--- config.mk ---
export PLATFORM = sky130hd
export DESIGN_NAME = parking_gate_ctrl
export DESIGN_NICKNAME = d
export VERILOG_FILES = /design/src/rtl/parking_gate_ctrl.sv
export SDC_FILE = /design/constraint.sdc
export NUM_CORES = 1
export LEC_CHECK = 0
export CORE_UTILIZATION = 51
export CTS_CLUSTER_DIAMETER = 200
export DETAILED_ROUTE_END_ITERATION = 7
export GPL_TIMING_DRIVEN = 0
export PLACE_DENSITY = 0.83
export SETUP_SLACK_MARGIN = 0.2
export SYNTH_ARGS = -nofsm -noshare
export SYNTH_HDL_FRONTEND = slang
export SYNTH_SLANG_ARGS = --single-unit
--- constraint.sdc ---
create_clock -name clk -period 1.8 [get_ports clk]
set_input_delay 0.27 -clock clk [delete_from_list [all_inputs] [get_ports clk]]
set_output_delay 0.27 -clock clk [all_outputs]
set_load 0.02 [all_outputs]
--- src/rtl/parking_gate_ctrl.sv ---
// Parking gate controller: debounces entry/exit lane sensors, tracks committed
// occupancy and hands single-cycle admit/release requests to the door stage.
module parking_gate_ctrl #(
  parameter int CAPACITY        = 8,
  parameter int DEBOUNCE_CYCLES = 16,
  parameter int BUSY_TIMEOUT    = 4
) (
  input  logic       clk,
  input  logic       rst,
  input  logic       entry_sensor,
  input  logic       exit_sensor,
  input  logic       door_busy,
  output logic       car_in,
  output logic       car_out,
  output logic [3:0] occupancy,
  output logic       full,
  output logic       empty,
  output logic       entry_rejected,
  output logic       exit_rejected,
  output logic [1:0] dbg_state
);

  localparam int DW = (DEBOUNCE_CYCLES > 1) ? $clog2(DEBOUNCE_CYCLES) : 1;
  localparam int TW = (BUSY_TIMEOUT > 1) ? $clog2(BUSY_TIMEOUT) : 1;
  localparam logic [DW-1:0] DB_LAST = DW'(DEBOUNCE_CYCLES - 1);
  localparam logic [TW-1:0] TO_LAST = TW'(BUSY_TIMEOUT - 1);
  localparam logic [3:0]    CAP     = 4'(CAPACITY);

  typedef enum logic [1:0] {
    IDLE    = 2'd0,
    WAIT_HI = 2'd1,
    WAIT_LO = 2'd2
  } state_t;

  // Lane index 0 = entry, 1 = exit.
  logic [1:0]    sync1_q, sync2_q;
  logic [1:0]    filt_q, filt_d;
  logic [DW-1:0] cnt_q [2];
  logic [DW-1:0] cnt_d [2];
  logic [1:0]    rise;

  state_t        state_q, state_d;
  logic [TW-1:0] tmr_q, tmr_d;
  logic          entry_pend_q, entry_pend_d;
  logic          exit_pend_q, exit_pend_d;
  logic [3:0]    occ_q, occ_d;
  logic          car_in_q, car_in_d;
  logic          car_out_q, car_out_d;
  logic          erej_q, erej_d;
  logic          xrej_q, xrej_d;

  // A level change is accepted only after DEBOUNCE_CYCLES consecutive
  // mismatching cycles; the event fires on the cycle the filter flips to 1.
  always_comb begin
    for (int i = 0; i < 2; i++) begin
      filt_d[i] = filt_q[i];
      cnt_d[i]  = '0;
      rise[i]   = 1'b0;
      if (sync2_q[i] != filt_q[i]) begin
        if (cnt_q[i] == DB_LAST) begin
          filt_d[i] = sync2_q[i];
          rise[i]   = sync2_q[i];
        end else begin
          cnt_d[i] = cnt_q[i] + 1'b1;
        end
      end
    end
  end

  always_comb begin
    state_d      = state_q;
    tmr_d        = tmr_q;
    entry_pend_d = entry_pend_q;
    exit_pend_d  = exit_pend_q;
    occ_d        = occ_q;
    car_in_d     = 1'b0;
    car_out_d    = 1'b0;
    erej_d       = 1'b0;
    xrej_d       = 1'b0;

    // Acceptance looks at occupancy as registered, before any issue this cycle.
    if (rise[0]) begin
      if (!entry_pend_q && (occ_q < CAP)) entry_pend_d = 1'b1;
      else                                erej_d       = 1'b1;
    end
    if (rise[1]) begin
      if (!exit_pend_q && (occ_q != 4'd0)) exit_pend_d = 1'b1;
      else                                 xrej_d      = 1'b1;
    end

    case (state_q)
      IDLE: begin
        if (!door_busy) begin
          if (exit_pend_q) begin
            car_out_d   = 1'b1;
            exit_pend_d = 1'b0;
            if (occ_q != 4'd0) occ_d = occ_q - 4'd1;
            tmr_d       = '0;
            state_d     = WAIT_HI;
          end else if (entry_pend_q) begin
            car_in_d     = 1'b1;
            entry_pend_d = 1'b0;
            if (occ_q < CAP) occ_d = occ_q + 4'd1;
            tmr_d        = '0;
            state_d      = WAIT_HI;
          end
        end
      end
      WAIT_HI: begin
        if (door_busy)              state_d = WAIT_LO;
        else if (tmr_q == TO_LAST)  state_d = IDLE;
        else                        tmr_d   = tmr_q + 1'b1;
      end
      WAIT_LO: begin
        if (!door_busy) state_d = IDLE;
      end
      default: state_d = IDLE;
    endcase
  end

  always_ff @(posedge clk) begin
    if (rst) begin
      sync1_q      <= '0;
      sync2_q      <= '0;
      filt_q       <= '0;
      for (int i = 0; i < 2; i++) cnt_q[i] <= '0;
      state_q      <= IDLE;
      tmr_q        <= '0;
      entry_pend_q <= 1'b0;
      exit_pend_q  <= 1'b0;
      occ_q        <= 4'd0;
      car_in_q     <= 1'b0;
      car_out_q    <= 1'b0;
      erej_q       <= 1'b0;
      xrej_q       <= 1'b0;
    end else begin
      sync1_q      <= {exit_sensor, entry_sensor};
      sync2_q      <= sync1_q;
      filt_q       <= filt_d;
      for (int i = 0; i < 2; i++) cnt_q[i] <= cnt_d[i];
      state_q      <= state_d;
      tmr_q        <= tmr_d;
      entry_pend_q <= entry_pend_d;
      exit_pend_q  <= exit_pend_d;
      occ_q        <= occ_d;
      car_in_q     <= car_in_d;
      car_out_q    <= car_out_d;
      erej_q       <= erej_d;
      xrej_q       <= xrej_d;
    end
  end

  assign car_in         = car_in_q;
  assign car_out        = car_out_q;
  assign occupancy      = occ_q;
  assign full           = (occ_q == CAP);
  assign empty          = (occ_q == 4'd0);
  assign entry_rejected = erej_q;
  assign exit_rejected  = xrej_q;
  assign dbg_state      = state_q;

endmodule

==> flow_summary.ini, run 1 <==
[run_status]
status = finished, final reports clean

[pwr]
combPwrFrac = 0.035
power_frac_seq = 0.646
power_density_nw_per_um2 = 633
swShare = 0.211
power_uw = 958
clockPowerShare = 0.319
vdd_drop_max_uv = 604
p_leak_uw = 0.000635
p_int_uw = 756
power.switching_uw = 202

[timing]
timing.final.hold_violations = 0
setup_viol = 0
fin_crit_sh = 0.881
fmax_mhz = 631
relSlewSlack = 0.646
slew_violations = 0
worst_pin_slew_ns = 0.530
finalClockSkew_ns = 0.00695
grt_setup_unrepaired = true
hold_ws_ns = 0.351
final.min_clock_period_ns = 1.59
fin_tns_setup_ns = 0

[global_route]
grt_pass1_vias = 834
antenna_found_initial = 0
grt_pass1_wl_um = 3780
grt_util_all_layers = 0.205
grt_max_degree = 16
gr-total-overflow = 0

[cells_and_area]
final_layout_size_suffix_gt1_frac = 0.234
multi_input_area_um2 = 591
nets = 158
design_area_um2 = 1520
antenna_cells = 0
n_fill_cell = 142
area_growth_pct = 32.5
regArea_um2 = 587
fin_cells = 172

[clock_tree]
root_buffer = clkbuf_4
cts_tree = done
max-clock-path-buffers = 2
cts_buffers = 3
htree_num_levels = 1
clkSlewWorstSetupHoldPaths_ns = 0.15
clock_latency_ns = 0.33
clock_sinks = 28

[drt]
met2_length_um = 1270
vias = 929
via_per_inst = 5.40
first_iter_violations = 26
wl_met1_um = 1020
drc = 0
highest_layer = met4
final_antenna_net_count = 0
drt-total-wl_um = 2420
dr_wl_met3_um = 110
wl_per_cell_um = 14.1
drt-pass1-iter-count = 4

[floorplan]
ios = 17
die_w_um = 49.4
initial_core_util = 0.560
die_h_um = 49.4
core_um2 = 2040
placementRows = 16
dieArea_um2 = 2440

[placement]
dpl_cell_area_um2 = 1360
dp_cells = 156
hpwl_um = 1560
place_congestion = 0.732
io_buffers = 16

[critical_path]
end_kind = output pin
required_ns = 1.53
rr_endpoint = tmr_q[1]
r2r-start = dbg_state[0]
arrival_ns = 1.32
critical_path_class = flop to output pin
cp_max_fo = 7
ff2ff_setup_slack_ns = 0.22
reg2reg_depth = 4
worstSetupStartpointType = flop

[hold_path]
whs_endpoint = dbg_state[1]
hp-class = input pin to flop
worstHoldPathCells = 2
hp-start = door_busy

[yosys]
synth_area_leaders = dfxtp_1 (49%), ha_1 (6.6%), nor2_1 (6.2%), xnor2_1 (6.1%), mux2i_1 (3.5%)
yosysSeqAreaShare = 0.490
syn-instance-count = 113
synthArstFlopShare = 0
synth_flop_cell = dfxtp_1
ys_ff_latch = 28
avgSynthCellArea_um2 = 10.1
syn_nets = 125
yosysUniqueCellTypes = 27
synth_warnings = 0
netlist_area_um2 = 1140
yosysMostFrequentCell = dfxtp_1
synth_common_cells = dfxtp_1 (28), nor2_1 (19), xnor2_1 (8)
synth_edf_count = 0
synth_top_area_frac = 0.490
synth_top_cell_by_area = dfxtp_1

[flow_run]
drv_cap = 0
[cell families (layout without fill, tap and decap cells)]
| family | count (synthesis) | after routing | synth area share |
|---|---|---|---|
| AO/OA/AOI/OAI | 9 | 9 | 0.0744 |
| XOR/XNOR | 10 | 10 | 0.0766 |
| adder cells (fa/ha/maj) | 7 | 7 | 0.0831 |
| AND/OR/NAND/NOR | 49 | 49 | 0.221 |
| multiplexers | 4 | 4 | 0.0350 |
| flip-flops | 28 | 28 | 0.490 |
| buffers and inverters | 6 | 38 | 0.0197 |
[metrics by stage]
stage | worst slack, ns | utilization
2_1_floorplan | 0.203 | -
6_report | 0.215 | 0.742
4_1_cts | 0.0692 | 0.700
3_5_place_dp | -0.118 | 0.664
5_1_grt | 0.152 | 0.742
3_3_place_gp | -0.0891 | 0.664
[layer usage]
metal / GRT usage / vias to the layer above
met5: 0 / -
met3: 0.0280 / 2
li1: - / 458
met1: 0.254 / 444
met2: 0.365 / 25
met4: 0.0588 / 0
[power groups by stage]
stage	registers (uW)	logic (uW)	clock network (uW)
CTS	627	32.9	303
floorplan	641	16.7	0
global placement	642	30.9	0
detailed placement	642	31.6	0
global route	621	35.9	331
finish	619	33.3	306
[worst max-delay path, cell delays in order, from the launching register on]
cell and delay (ns):
dfxtp_4 0.40, nor4_4 0.29, clkdlybuf4s15_2 0.30
[worst max-delay path by stage]
| stage | startpoint | to | slack (ns) | cells past startpoint |
|---|---|---|---|---|
| final | occupancy[3] | empty | 0.21 | 2 |
| after global routing | dbg_state[0] | tmr_q[1] | 0.15 | 4 |
| after CTS | occupancy[0] | empty | 0.07 | 2 |
| after detailed placement | door_busy | occupancy[2] | -0.12 | 5 |
| after global placement | door_busy | occupancy[2] | -0.09 | 5 |
| after floorplan | tmr_q[0] | tmr_q[1] | 0.20 | 4 |
[cell type report]
class	instances	area share
plain buffers	2	0.00495
clock buffers	4	0.0239
inverters	4	0.00991
multi-input cells	79	0.390
flip-flops and latches	28	0.387
well taps	27	0.0223
repair buffers	28	0.162
[layout by cell type (no fill, tap or decap), types with 4 or more instances in the layout]
cell type	n
ha_1	4
dfxtp_4	6
buf_4	11
nor2b_1	4
dlygate4sd2_1	6
mux2i_1	4
nor3_1	6
inv_1	4
nand2_1	4
nand3_1	4
nor3b_1	4
xnor2_1	8
clkdlybuf4s50_1	7
dfxtp_1	19
nor2_1	19
[repair_timing]
item / 4_1_cts / 5_1_grt
hold buffers: 0 / 0
pin swaps: 3 / 3
hold endpoints to repair: 0 / 0
setup endpoints to repair: 13 / 6
setup buffers: 6 / 6
resized for setup: 17 / 16
[sequential cells by signal, summed over array words and instances, names as in the netlist]
name	cells
occupancy	4
exit_pend_q	1
dbg_state	2
car_out	1
sync1_q	2
car_in	1
cnt_q	8
tmr_q	2
filt_q	2
entry_pend_q	1
entry_rejected	1
sync2_q	2
exit_rejected	1
No activity file was read; power rests on OpenSTA's default activity.
==> run 2, diff against run 1 <==
--- a/config.mk
+++ b/config.mk
@@ -8,7 +8,6 @@
 export CORE_UTILIZATION = 51
 export CTS_CLUSTER_DIAMETER = 200
 export DETAILED_ROUTE_END_ITERATION = 7
-export GPL_TIMING_DRIVEN = 0
 export PLACE_DENSITY = 0.83
 export SETUP_SLACK_MARGIN = 0.2
 export SYNTH_ARGS = -nofsm -noshare
==> flow_summary.ini, run 2 (synthesis gave the netlist of run 1 again) <==
[global_route]
grt_pass1_vias = 885
grt_max_degree = 17
antenna_found_initial = 0
gr-total-overflow = 0
grt_util_all_layers = 0.199
grt_pass1_wl_um = 3740

[critical_path]
critical_path.max_stage_delay_ns = 0.49
worstSetupStartpointType = flop
rr_endpoint = tmr_q[1]
critical_path_class = flop to flop
cp_max_fo = 2
end_kind = flop
r2r-start = tmr_q[0]
slowest_stage = or4b_4
ff2ff_setup_slack_ns = 0.21
crit_buf_inv = 0
required_ns = 2.07
reg2reg_depth = 4
arrival_ns = 1.86
path_cells = ha_1 -> a2111o_1 -> or4b_4 -> a21oi_2
crit_family = compound AO/OA/AOI/OAI gates

[clock_tree]
clock_sinks = 28
clkSlewWorstSetupHoldPaths_ns = 0.15
cts_tree = done
clock_latency_ns = 0.32
hold_buffers = 0
root_buffer = clkbuf_4
htree_num_levels = 1
cts_buffers = 3
max-clock-path-buffers = 2

[placement]
io_buffers = 16
hpwl_um = 1640
dp_cells = 161
place_ws_ns = -0.00467
place_congestion = 0.770

[cells_and_area]
final_common_cell = dfxtp_1
area_growth_pct = 31.2
regArea_um2 = 581
multi_input_area_um2 = 583
antenna_cells = 0
n_fill_cell = 161
fin_cells = 170
largest_reg_flops = 8
final_layout_size_suffix_gt1_frac = 0.224
fin_util = 0.735
final_cell_mix = dfxtp_1 (20), nor2_1 (19), buf_4 (12)
nets = 156
regMostFlops = cnt_q

[pwr]
vdd_drop_max_uv = 689
clockPowerShare = 0.382
power_frac_seq = 0.585
swShare = 0.189
power_density_nw_per_um2 = 709
power.switching_uw = 201
p_leak_uw = 0.000631
combPwrFrac = 0.032
p_int_uw = 863

[flow_run]
drv_cap = 0

[floorplan]
ios = 17
die_w_um = 49.4
placementRows = 16
dieArea_um2 = 2440
initial_core_util = 0.560
core_um2 = 2040
die_h_um = 49.4

[drt]
drt-pass1-iter-count = 4
vias = 885
drt-total-wl_um = 2200
final_antenna_net_count = 0
via_per_inst = 5.21
wl_per_cell_um = 12.9
first_iter_violations = 12
drc = 0

[timing]
finalClockSkew_ns = 0.00261
grt_setup_unrepaired = true
fmax_mhz = 630
final.min_clock_period_ns = 1.59
slew_violations = 0
fin_crit_sh = 0.881
setup_ws_ns = 0.214
setup_viol = 0
timing.final.hold_violations = 0
worst_pin_slew_ns = 0.451
relSlewSlack = 0.698

[run_status]
status = finished, final reports clean

[hold_path]
whs_endpoint = dbg_state[1]
hp-class = input pin to flop
hp-start = door_busy
worstHoldPathCells = 2
run 2: changes by cell type in the layout (fill, tap and decap cells not counted), moves of 2 or more:
cell,before,now
ha_2,2,0
dfxtp_4,6,4
clkbuf_1,2,0
ha_1,4,6
run 2: cell type report:
cell class / instances / share of cell area
multi-input combinational: 79 / 0.389
sequential: 28 / 0.387
timing repair buffer: 28 / 0.157
tap: 27 / 0.0225
clock inverter: 1 / 0.0200
clock buffer: 3 / 0.0150
inverter: 4 / 0.0100
run 2: timing repair:
action / 4_1_cts / 5_1_grt
endpoints found under the setup margin: 12 / 6
pin swaps: 3 / 4
buffers inserted: 2 / 3
gates resized for setup: 13 / 15
endpoints found under the hold margin: 0 / 0
run 2: metrics by stage:
step	power (uW)	hold slack (ns)	area, um^2	setup TNS (ns)
global placement	676	0.434	1400	0
global route	1100	0.249	1500	0
finish	1060	0.239	1500	0
CTS	1070	0.463	1470	0
floorplan	658	0.342	1160	0
detailed placement	676	0.429	1400	-0.00467
run 2: how the worst max path moves through the flow:
| stage | startpoint | slack (ns) | to | cells past startpoint |
|---|---|---|---|---|
| final | tmr_q[0] | 0.21 | tmr_q[1] | 4 |
| after global placement | door_busy | 0.03 | occupancy[3] | 6 |
| after CTS | occupancy[1] | 0.10 | full | 2 |
| after detailed placement | door_busy | -0.005 | occupancy[1] | 6 |
| after global routing | dbg_state[1] | 0.17 | occupancy[3] | 5 |
| after floorplan | tmr_q[0] | 0.20 | tmr_q[1] | 4 |
run 2: power by group through the flow:
stage / Sequential, uW / Clock [uW] / Combinational [uW]
final: 622 / 406 / 34.4
after global routing: 624 / 435 / 38.1
after CTS: 627 / 408 / 34.4
after detailed placement: 642 / 0 / 34.2
after global placement: 642 / 0 / 33.7
after floorplan: 641 / 0 / 16.7
run 2: worst reg2reg max path, cell delays in order (launching register included):
cell	delay, ns
dfxtp_2	0.35
ha_1	0.19
a2111o_1	0.39
or4b_4	0.50
a21oi_2	0.12
run 2: metal layers:
metal | GRT usage | up-vias | share of wire
met5 | 0 | - | 0
met3 | 0.0374 | 0 | 0.026
met2 | 0.386 | 13 | 0.54
li1 | - | 448 | -
met4 | 0.0147 | 0 | 0
met1 | 0.231 | 424 | 0.44
==> run 3, diff against run 2 <==
--- a/config.mk
+++ b/config.mk
@@ -5,11 +5,12 @@
 export SDC_FILE = /design/constraint.sdc
 export NUM_CORES = 1
 export LEC_CHECK = 0
-export CORE_UTILIZATION = 51
+export CORE_UTILIZATION = 46
 export CTS_CLUSTER_DIAMETER = 200
 export DETAILED_ROUTE_END_ITERATION = 7
-export PLACE_DENSITY = 0.83
+export PLACE_DENSITY = 0.79
 export SETUP_SLACK_MARGIN = 0.2
+export SKIP_LAST_GASP = 1
 export SYNTH_ARGS = -nofsm -noshare
 export SYNTH_HDL_FRONTEND = slang
 export SYNTH_SLANG_ARGS = --single-unit
==> constraint.sdc (replaced) <==
create_clock -name clk -period 1.41 [get_ports clk]
set_input_delay 0.2115 -clock clk [delete_from_list [all_inputs] [get_ports clk]]
set_output_delay 0.2115 -clock clk [all_outputs]
set_load 0.02 [all_outputs]
==> flow_summary.ini, run 3 (synthesis gave the netlist of run 1 again) <==
[pwr]
power.switching_uw = 256
swShare = 0.209
p_int_uw = 970
power_density_nw_per_um2 = 696
power_frac_seq = 0.644
power_uw = 1230
p_leak_uw = 0.000697
combPwrFrac = 0.043
clockPowerShare = 0.313
vdd_drop_max_uv = 671

[placement]
place_ws_ns = -0.436
place_congestion = 0.729
io_buffers = 16
hpwl_um = 1820
dpl_cell_area_um2 = 1540

[global_route]
grt_util_all_layers = 0.213
grt_pass1_vias = 893
gr-total-overflow = 0
grt_max_degree = 16
grt_pass1_wl_um = 4080
antenna_found_initial = 0

[drt]
via_per_inst = 5.52
drc = 0
final_antenna_net_count = 0
first_iter_violations = 46
drt-total-wl_um = 3050
vias = 1015
drt-pass1-iter-count = 6
wl_per_cell_um = 16.6

[critical_path]
crit_buf_inv = 1
r2r-start = dbg_state[1]
critical_path.max_stage_delay_ns = 0.40
critical_path_class = flop to flop
reg2reg_depth = 5
worstSetupStartpointType = flop
cp_max_fo = 2
end_kind = flop
slowest_stage = or3_4
crit_family = simple AND/OR/NAND/NOR gates
required_ns = 1.63
arrival_ns = 1.86
ff2ff_setup_slack_ns = -0.23
path_cells = or3_4 -> a2111oi_4 -> buf_4 -> mux2i_2 -> nor2_1
rr_endpoint = occupancy[2]

[clock_tree]
root_buffer = clkbuf_4
hold_buffers = 0
htree_num_levels = 1
clkSlewWorstSetupHoldPaths_ns = 0.15
cts_tree = done
clock_sinks = 28
max-clock-path-buffers = 2
cts_buffers = 3
clock_latency_ns = 0.33

[hold_path]
whs_endpoint = sync1_q[1]
hp-start = exit_sensor
hp-class = input pin to flop
worstHoldPathCells = 2

[cells_and_area]
fin_util = 0.774
regMostFlops = cnt_q
nets = 169
largest_reg_flops = 8
design_area_um2 = 1760
area_growth_pct = 54.0
final_common_cell = buf_4
antenna_cells = 0
final_cell_mix = buf_4 (18), nor2_1 (17), dfxtp_1 (15)
final_layout_size_suffix_gt1_frac = 0.513

[floorplan]
initial_core_util = 0.502
ios = 17
dieArea_um2 = 2690
die_w_um = 51.9
die_h_um = 51.9
placementRows = 17
core_um2 = 2280

[timing]
relSlewSlack = 0.760
setup_viol = 6
slew_violations = 0
final.min_clock_period_ns = 1.64
fin_crit_sh = 1.16
timing.final.hold_violations = 0
fmax_mhz = 611
grt_setup_unrepaired = true
setup_ws_ns = -0.227
worst_pin_slew_ns = 0.359
finalClockSkew_ns = 0.00870

[run_status]
violations = negative setup slack
status = finished with violations

[flow_run]
drv_cap = 0
run 3: how the worst max path moves through the flow:
stage                               to          from  slack, ns  depth (start not counted)
after detailed placement  occupancy[1]     door_busy      -0.44                          6
after global routing      occupancy[2]  dbg_state[1]      -0.25                          5
after global placement    occupancy[0]     door_busy      -0.35                          6
after floorplan               tmr_q[1]      tmr_q[0]      -0.11                          4
final                     occupancy[2]  dbg_state[1]      -0.23                          5
after CTS                     tmr_q[1]      tmr_q[0]      -0.14                          4
run 3: what timing repair did:
action / in CTS / in global routing
gates resized for setup: 50 / 45
endpoints found under the hold margin: 0 / 0
pin swaps: 5 / 9
buffers inserted: 1 / 5
setup endpoints to repair: 21 / 23
run 3: through the flow:
stage	std cells	hold WS, ns	TNS [ns]
floorplan	113	0.283	-0.229
global placement	174	0.419	-2.08
detailed placement	174	0.428	-2.43
CTS	179	0.418	-0.642
global route	184	0.410	-1.06
finish	184	0.417	-0.812
run 3: layout make-up:
cell class	count	area, um^2
clock buffer	4	36.3
fill	133	514
inverter	4	15.0
multi-input combinational	79	709
sequential	28	594
tap	28	35.0
timing repair buffer	41	372
run 3: worst register-to-register path, stage by stage, from the launching register on:
cell	delay, ns
dfxtp_4	0.37
or3_4	0.40
a2111oi_4	0.28
buf_4	0.19
mux2i_2	0.22
nor2_1	0.08
run 3: routing by layer:
layer | wire length, um | vias to the layer above | track usage
li1 | - | 483 | -
met1 | 1220 | 497 | 0.240
met2 | 1640 | 26 | 0.391
met3 | 127 | 9 | 0.0614
met4 | 64 | 0 | 0.0405
met5 | 0 | - | 0
run 3: power by group through the flow:
| stage | Combinational (uW) | Sequential (uW) | Clock [uW] |
|---|---|---|---|
| after floorplan | 21.5 | 811 | 0 |
| after global placement | 45.0 | 812 | 0 |
| after detailed placement | 46.8 | 812 | 0 |
| after CTS | 47.8 | 789 | 390 |
| after global routing | 55.6 | 791 | 421 |
| final | 52.1 | 790 | 384 |
==> RTL edit (settings of run 2) <==
Set the parameter `BUSY_TIMEOUT` to 2 (it was 4).
--- a/src/rtl/parking_gate_ctrl.sv
+++ b/src/rtl/parking_gate_ctrl.sv
@@ -5,3 +5,3 @@
   parameter int DEBOUNCE_CYCLES = 16,
-  parameter int BUSY_TIMEOUT    = 4
+  parameter int BUSY_TIMEOUT    = 2
 ) (
Behaviour: no difference found for any inputs over 10 cycles, from zero or initial values and one cycle with rst high; that may be too few to reach the edited logic, so the function may still have changed.
==> RTL edit against run 2 <==
- sequential power fell by 3.7%
- utilization fell by 2.2 points
- cell area fell by 4.8%
- setup slack improved by 0.045 ns
- critical path type unchanged
- synthesized area fell by 3.5%
- power fell by 16%
- sequential cell count fell by 1
- critical endpoint is now occupancy[3]
- critical path depth rose by 2
- die area fell by 3.4%
- wire length fell by 2.6%
==> RTL edit: results (changes against run 2) <==
r2r_setup_slack_ns: 0.26  # was 0.21 ns
regMostFlops: "cnt_q"  # unchanged
grt_pass1_wl_microns: 3553  # was 3739 microns
insertion_delay_ns: 0.32  # about the same
r2r_cells: 6  # was 4
gp_congestion: 0.7773  # was 0.7697
critPathKind: "reg -> reg"  # unchanged
drt_first_pass_iters: 4  # unchanged
htree_levels: 1  # unchanged
fin_skew_ns: 0.007456  # was 0.002609 ns
yosys.cell_types.count: 29  # was 27
slew_headroom_pct: 78.79  # was 69.83%
track_usage_pct: 20.01  # was 19.93%
final_nets: 149  # was 156
grt_pass1_vias: 824  # was 885
yosys_warnings: 0  # unchanged
status: "finished, final reports clean"  # unchanged
port_buffers: 16  # unchanged
path_clk_slew_ns: 0.14
largest_reg_flops: 8  # unchanged
irDropWorstVdd_v: 0.0004758  # was 0.0006890 V
grt_max_degree: 16  # was 17
min-delay-start: "sync1_q[1]"  # was door_busy
layout-drive-gt1-share_pct: 23.36  # was 22.38%
antennaDiodeCount: 0  # unchanged
power_leakage_uw: 0.0005815  # was 0.0006312 uW
place_area_sq_um: 1339  # was 1400 sq um
synth_nets: 118  # was 125
hold_path.class: "reg -> reg"  # was in -> reg
n_fill_cell: 143  # was 161
cp_max_fo: 6  # was 2
clock_path_buffers: 2  # unchanged
drt_iter0_markers: 14  # was 12
r2r_end: "occupancy[3]"  # was tmr_q[1]
ctsRootBufferMaster: "clkbuf_4"  # unchanged
antenna_found_initial: 0  # unchanged
synth.top_cells.by_count: "dfxtp_1, nor2_1, xnor2_1"  # unchanged
fp.dieW_microns: 48.52  # was 49.36 microns
seq_area_frac_synth_pct: 48.98  # was 49.02%
dp_hpwl_microns: 1552  # was 1644 microns
worstPathArrival_ns: 1.77  # was 1.86 ns
cts_buffers: 3  # unchanged
num_vias: 838  # was 885
synth-async-reset-ratio_pct: 0  # unchanged
wl_microns: 2142  # was 2199 microns
netlist_top_cells_area: "dfxtp_1, xnor2_1, nor2_1, ha_1, mux2i_1"  # was dfxtp_1, ha_1, nor2_1, xnor2_1, mux2i_1
timing.rr.start: "occupancy[1]"  # was tmr_q[0]
## RTL edit: how the worst min path moves through the flow
stage	end	slack, ns	cells after the start
floorplan	sync2_q[1]	0.34	1
global placement	sync2_q[0]	0.42	1
detailed placement	sync2_q[0]	0.43	1
CTS	sync2_q[0]	0.46	1
global route	sync1_q[0]	0.46	2
finish	sync2_q[1]	0.46	1
## RTL edit: logic make-up (layout without fill, tap and decap cells)
kind of cell | count (synthesis) | in the layout | share of synthesized area (%)
buffers and inverters | 5 | 35 | 2.041
flip-flops | 27 | 27 | 48.98
adder cells (fa/ha/maj) | 6 | 6 | 7.483
AND/OR/NAND/NOR | 46 | 46 | 22.45
multiplexers | 4 | 4 | 3.742
AO/OA/AOI/OAI | 9 | 9 | 7.371
XOR/XNOR | 10 | 10 | 7.937
## RTL edit: layout make-up
cell class / instances / area [sq um] / area share, %
Timing Repair Buffer: 28 / 236.5 / 16.56
Clock inverter: 1 / 5.005 / 0.3506
Sequential cell: 27 / 560.5 / 39.26
Clock buffer: 3 / 22.52 / 1.578
Multi-Input combinational cell: 75 / 558.0 / 39.09
Inverter: 3 / 11.26 / 0.7888
Tap cell: 27 / 33.78 / 2.366
## RTL edit: power breakdown
group / switching (uW) / total [uW] / leakage, uW / internal [uW]
registers: 3.22 / 599 / 0.000223 / 596
logic: 17.2 / 37.3 / 0.000341 / 20.1
clock network: 173 / 256 / 0.0000177 / 83.2
total: 193 / 892 / 0.000581 / 699
## RTL edit: metrics by stage
step	instances	worst slack, ns	utilization (%)	total power (uW)	TNS (ns)
final	164	0.2589	71.31	892.2	0
after global routing	164	0.1503	71.31	932.5	0
after CTS	161	0.05012	69.00	904.5	0
after detailed placement	155	-0.08251	66.88	656.5	-0.1220
after global placement	155	0.007965	66.88	654.6	0
after floorplan	107	0.2099	-	636.8	0
## RTL edit: what timing repair did
| action | CTS | global route |
|---|---|---|
| resized for setup | 16 | 14 |
| endpoints found under the setup margin | 11 | 5 |
| buffers inserted | 2 | 3 |
| pin swaps | 1 | 3 |
| cloned | 0 | 0 |
## RTL edit: per-layer routing
layer | vias up | share of wire, % | track usage [%]
met3 | 6 | 3.0 | 4.088
met2 | 18 | 49 | 34.98
met5 | - | 0 | 0
met1 | 384 | 45 | 23.45
met4 | 0 | 2.1 | 9.314
li1 | 430 | - | -
## RTL edit: worst max-delay path: stages (launching register included)
cell,delay (ns)
dfxtp_4,0.40
nor4_4,0.27
buf_4,0.17
a2111oi_4,0.06
buf_4,0.18
buf_4,0.14
a211oi_2,0.24
